[config.mk]
export PLATFORM = sky130hd
export DESIGN_NAME = mem_dma_engine
export DESIGN_NICKNAME = d
export VERILOG_FILES = /design/src/rtl/mem_dma_engine.sv
export SDC_FILE = /design/constraint.sdc
export NUM_CORES = 1
export LEC_CHECK = 0
export ABC_AREA = 1
export BUFFER_PORTS_ARGS = -buffer_cell sky130_fd_sc_hd__buf_4
export CAP_MARGIN = 20
export CORE_ASPECT_RATIO = 0.8
export CORE_MARGIN = 2
export CORE_UTILIZATION = 40
export DETAILED_ROUTE_END_ITERATION = 10
export SKIP_CTS_REPAIR_TIMING = 1
export SYNTH_ARGS = -nofsm -noshare
export SYNTH_HDL_FRONTEND = slang
export SYNTH_SLANG_ARGS = --single-unit
[constraint.sdc]
create_clock -name clk -period 2.44 [get_ports clk]
set_input_delay 0.122 -clock clk [delete_from_list [all_inputs] [get_ports clk]]
set_output_delay 0.122 -clock clk [all_outputs]
set_load 0.01 [all_outputs]
[src/rtl/mem_dma_engine.sv]
// Block-copy DMA engine on a single-port word memory: two cycles per word (read, then write).
// Optional constant-fill mode (one cycle per word) is built when MEM_DMA_FILL_EN is defined.
module mem_dma_engine #(
  parameter int unsigned ADDR_W = 16,
  parameter int unsigned DATA_W = 16,
  parameter int unsigned LEN_W  = 8
) (
  input  logic              clk,
  input  logic              rst_n,
  input  logic              start,
  input  logic [ADDR_W-1:0] src_addr,
  input  logic [ADDR_W-1:0] dst_addr,
  input  logic [LEN_W-1:0]  len,
`ifdef MEM_DMA_FILL_EN
  input  logic              fill_mode,
  input  logic [DATA_W-1:0] fill_value,
`endif
  output logic              busy,
  output logic              done,
  output logic [ADDR_W-1:0] mem_access_addr,
  output logic [DATA_W-1:0] mem_write_data,
  output logic              mem_write_en,
  output logic              mem_read,
  input  logic [DATA_W-1:0] mem_read_data
);

`ifdef MEM_DMA_FILL_EN
  typedef enum logic [2:0] {StIdle, StRead, StWrite, StDone, StFill} state_e;
`else
  typedef enum logic [1:0] {StIdle, StRead, StWrite, StDone} state_e;
`endif

  state_e            state_q, state_d;
  logic [ADDR_W-1:0] src_q, src_d;
  logic [ADDR_W-1:0] dst_q, dst_d;
  logic [LEN_W-1:0]  count_q, count_d;
  logic [DATA_W-1:0] buf_q, buf_d;

  // Byte-address bit 0 is ignored on the word-aligned pointers.
  logic unused_addr_lsbs;
  assign unused_addr_lsbs = src_addr[0] ^ dst_addr[0];

  always_ff @(posedge clk or negedge rst_n) begin
    if (!rst_n) begin
      state_q <= StIdle;
      src_q   <= '0;
      dst_q   <= '0;
      count_q <= '0;
      buf_q   <= '0;
    end else begin
      state_q <= state_d;
      src_q   <= src_d;
      dst_q   <= dst_d;
      count_q <= count_d;
      buf_q   <= buf_d;
    end
  end

  always_comb begin
    state_d = state_q;
    src_d   = src_q;
    dst_d   = dst_q;
    count_d = count_q;
    buf_d   = buf_q;
    case (state_q)
      StIdle: begin
        if (start) begin
          src_d   = {src_addr[ADDR_W-1:1], 1'b0};
          dst_d   = {dst_addr[ADDR_W-1:1], 1'b0};
          count_d = len;
          if (len == '0) begin
            state_d = StDone;
          end else begin
            state_d = StRead;
`ifdef MEM_DMA_FILL_EN
            if (fill_mode) begin
              buf_d   = fill_value;
              state_d = StFill;
            end
`endif
          end
        end
      end
      StRead: begin
        buf_d   = mem_read_data;
        state_d = StWrite;
      end
      StWrite: begin
        src_d   = src_q + ADDR_W'(2);
        dst_d   = dst_q + ADDR_W'(2);
        count_d = count_q - LEN_W'(1);
        state_d = (count_q == LEN_W'(1)) ? StDone : StRead;
      end
`ifdef MEM_DMA_FILL_EN
      StFill: begin
        dst_d   = dst_q + ADDR_W'(2);
        count_d = count_q - LEN_W'(1);
        if (count_q == LEN_W'(1)) state_d = StDone;
      end
`endif
      StDone:  state_d = StIdle;
      default: state_d = StIdle;
    endcase
  end

  // Outputs depend on registered state only, so start never reaches the memory port directly.
  always_comb begin
    busy            = 1'b0;
    done            = 1'b0;
    mem_access_addr = '0;
    mem_write_data  = '0;
    mem_write_en    = 1'b0;
    mem_read        = 1'b0;
    case (state_q)
      StRead: begin
        busy            = 1'b1;
        mem_read        = 1'b1;
        mem_access_addr = src_q;
      end
      StWrite: begin
        busy            = 1'b1;
        mem_write_en    = 1'b1;
        mem_access_addr = dst_q;
        mem_write_data  = buf_q;
      end
`ifdef MEM_DMA_FILL_EN
      StFill: begin
        busy            = 1'b1;
        mem_write_en    = 1'b1;
        mem_access_addr = dst_q;
        mem_write_data  = buf_q;
      end
`endif
      StDone:  done = 1'b1;
      default: ;
    endcase
  end

endmodule

==> results_dict.tcl <==
set metrics [dict create \
    syn_area_mm2 0.003756 \
    path_class "reg -> out" \
    io-pin-count 95 \
    dr.pass1.iters 5 \
    grt_max_degree 57 \
    final_util_pct 51.74 \
    critPathLaunchType "flop" \
    final_area_mm2 0.004696 \
    numCtsBuffers 5 \
    drive_gt1_share_pct 17.17 \
    ant_nets 0 \
    critical_path.top_delay_family "adder cells" \
    syn_nets 649 \
    drv_cap 0 \
    synth-seq-cells 56 \
    numPortBuffers 91 \
    cts_tree "yes" \
    synthArstFlopShare_pct 100.0 \
    slowest_stage "ha_1" \
    n_fill_cell 964 \
    core_mm2 0.009076 \
    dp_hpwl_um 7692 \
    clk_pin_slew_worst_paths_ps 70 \
    cp_num_buf_inv 3 \
    cp_max_fo 18 \
    final_max_slew_viol_count 0 \
    die_w_um 112.3 \
    wl_per_cell_um 13.47 \
    die_area_mm2 0.01019 \
    htree_levels 2 \
    rsz0062_at_grt "false" \
    max-slew-margin-rel_pct 50.46 \
    rrSetupSlack_ps 510 \
    cts.sinks 56 \
    status "finished, final reports clean" \
    rr_startpoint "state_q[1]$_DFFE_PN0P_" \
    powerDensity_mw_per_mm2 1284 \
    r2r-end "state_q[1]$_DFFE_PN0P_" \
    drc 0 \
    antennaDiodeCount 0 \
    slowest_delay_ps 600 \
    synth_ff_type "dfrtp_1" \
    hold_path.class "in -> reg" \
    cellLeakagePower_uw 0.002551 \
    synth_edf_count 0 \
    syn_inst 581 \
    insertion_delay_ps 290 \
    ir_drop_mv 1.081 \
    startpoint "state_q[1]$_DFFE_PN0P_" \
    yosys_warnings 0 \
    layout.nets 731 \
    grt_pass1_vias 3581 \
    hold_viol_final 0 \
    worstPathCellList "inv_1 > ha_1 > buf_4 > nand2_1 > a21oi_1 > buf_4" \
    ys_seq_area_share_pct 37.31 \
    cp_data_arrival_time_ps 2000 \
    synthDominantCellAreaShare_pct 37.31 \
    groute.usage.overall_pct 20.68 \
    crit_path_frequent_cell "buf_4" \
    cts_root_buf "clkbuf_16" \
    vias 3868 \
    synth.area.top_cells "dfrtp_1, nand2_1, inv_1" \
    drt-initial-drc-count 218 \
    cts_buffer_depth 2 \
    die_h_um 90.68 \
    rows 31 \
    grt_pass1_wl_um 17240 \
    routed_wl_um 10500 \
    r2r_cells 6 \
    overflow 0 \
    gp_congestion 0.8337 \
    crit_cells 6 \
    start_util_pct 41.38 \
    ys_types 29 \
    syn_area_per_cell_um2 6.465 \
    fin_skew_ps 8.893 \
    endpoint_kind "output port" \
    post-synth-top-count-cell "nand2_1" \
    yosysTopAreaCell "dfrtp_1" \
    dpl_cell_area_mm2 0.004532 \
    syn_to_final_growth_pct 25.02 \
    yosys-top-cells-count "nand2_1, inv_1, dfrtp_1, nor2_1, nand3_1" \
    fmax_mhz 471.0 \
    fin_crit_sh_pct 87.01 \
    worst_pin_slew_ps 743.1 \
    antenna_found_initial 0 \
    setup.worst_path.end "mem_access_addr[1]" \
    setup_viol 0 \
    min_period_ps 2123 \
    via_per_inst 4.965 \
    setup_tns_ps 0 \
    worstPathRequired_ps 2320 \
]
[where the power goes]
part / switching, uW / internal (uW) / total (uW)
Combinational: 2120 / 1280 / 3400
Clock: 335 / 410 / 746
Sequential: 468 / 1410 / 1880
Total: 2930 / 3100 / 6030
[worst min-delay path, stage by stage]
cell     delay [ps]
buf_4            80
nand2_1          40
nand2_1          50
[area by class of cell]
cell class | instances | area (um2) | share of cell area, %
multi-input combinational | 432 | 1964 | 41.83
timing repair buffer | 101 | 784.5 | 16.71
clock buffer | 7 | 142.6 | 3.038
clock inverter | 1 | 7.507 | 0.1599
inverter | 67 | 251.5 | 5.356
sequential | 56 | 1401 | 29.84
tap | 115 | 143.9 | 3.064
[worst min path at each step]
stage,from,to,slack [ps],cells after the start
6_report,mem_read_data[10],buf_q[10]$_DFFE_PN0P_,20,3
5_1_grt,mem_read_data[12],buf_q[12]$_DFFE_PN0P_,30,3
4_1_cts,rst_n,count_q[4]$_DFFE_PN0P_,-80,1
3_5_place_dp,rst_n,count_q[4]$_DFFE_PN0P_,240,1
3_3_place_gp,rst_n,count_q[5]$_DFFE_PN0P_,250,1
2_1_floorplan,rst_n,buf_q[0]$_DFFE_PN0P_,-170,0
[per-stage QoR]
stage | worst slack, ps | hold slack (ps) | power, uW | std cells
3_5_place_dp | 433.3 | 240.8 | 5298 | 770
6_report | 317.1 | 24.41 | 6028 | 779
2_1_floorplan | 811.4 | -173.6 | 4146 | 581
3_3_place_gp | 382.3 | 246.4 | 5194 | 769
5_1_grt | 122.2 | 31.09 | 6640 | 779
4_1_cts | 175.8 | -76.79 | 6061 | 778
[routing by layer]
metal / GRT usage [%] / wire (um) / part of all wire, %
met1: 31.51 / 5348 / 51
met2: 31.48 / 4566 / 44
met3: 2.819 / 542 / 5.2
met4: 3.963 / 38 / 0.36
met5: 0 / 0 / 0
[layout by cell type (no fill, tap or decap)]
master and instances:
a31oi_1 4, nand2_2 1, nand4_1 13, buf_12 1
nor2_4 1, o22ai_1 3, o211ai_1 5, ha_2 1
o21ai_1 7, conb_1 1, clkbuf_1 1, buf_8 1
nand2_1 227, clkbuf_16 5, clkinvlp_4 1, xnor2_1 1
nor3_1 2, inv_2 2, clkbuf_8 1, dfrtp_1 56
ha_1 8, inv_1 65, dlygate4sd3_1 1, a21boi_0 4
nand3_1 40, a22oi_1 3, nand3b_1 2, o21ai_2 1
buf_4 97, o21ai_0 27, a21oi_1 25, buf_6 1
nor2_1 55, a21oi_4 1
[sequential cells by signal, indices dropped and copies added, names as in the netlist]
| signal | cells |
|---|---|
| buf_q | 16 |
| dst_q | 15 |
| src_q | 15 |
| count_q | 8 |
| state_q | 2 |
[cells by family after synthesis]
| kind of cell | count (synthesis) | share of synthesized area [%] |
|---|---|---|
| and+or+nand+nor | 341 | 36.81 |
| buffers and inverters | 93 | 10.46 |
| AOI/OAI and AO/OA | 80 | 12.09 |
| DFF | 56 | 37.31 |
| adders and majority gates | 9 | 2.998 |
| xor gates and xnor gates | 1 | 0.2332 |
| other | 1 | 0.09984 |
No activity file was read; power rests on OpenSTA's default activity.
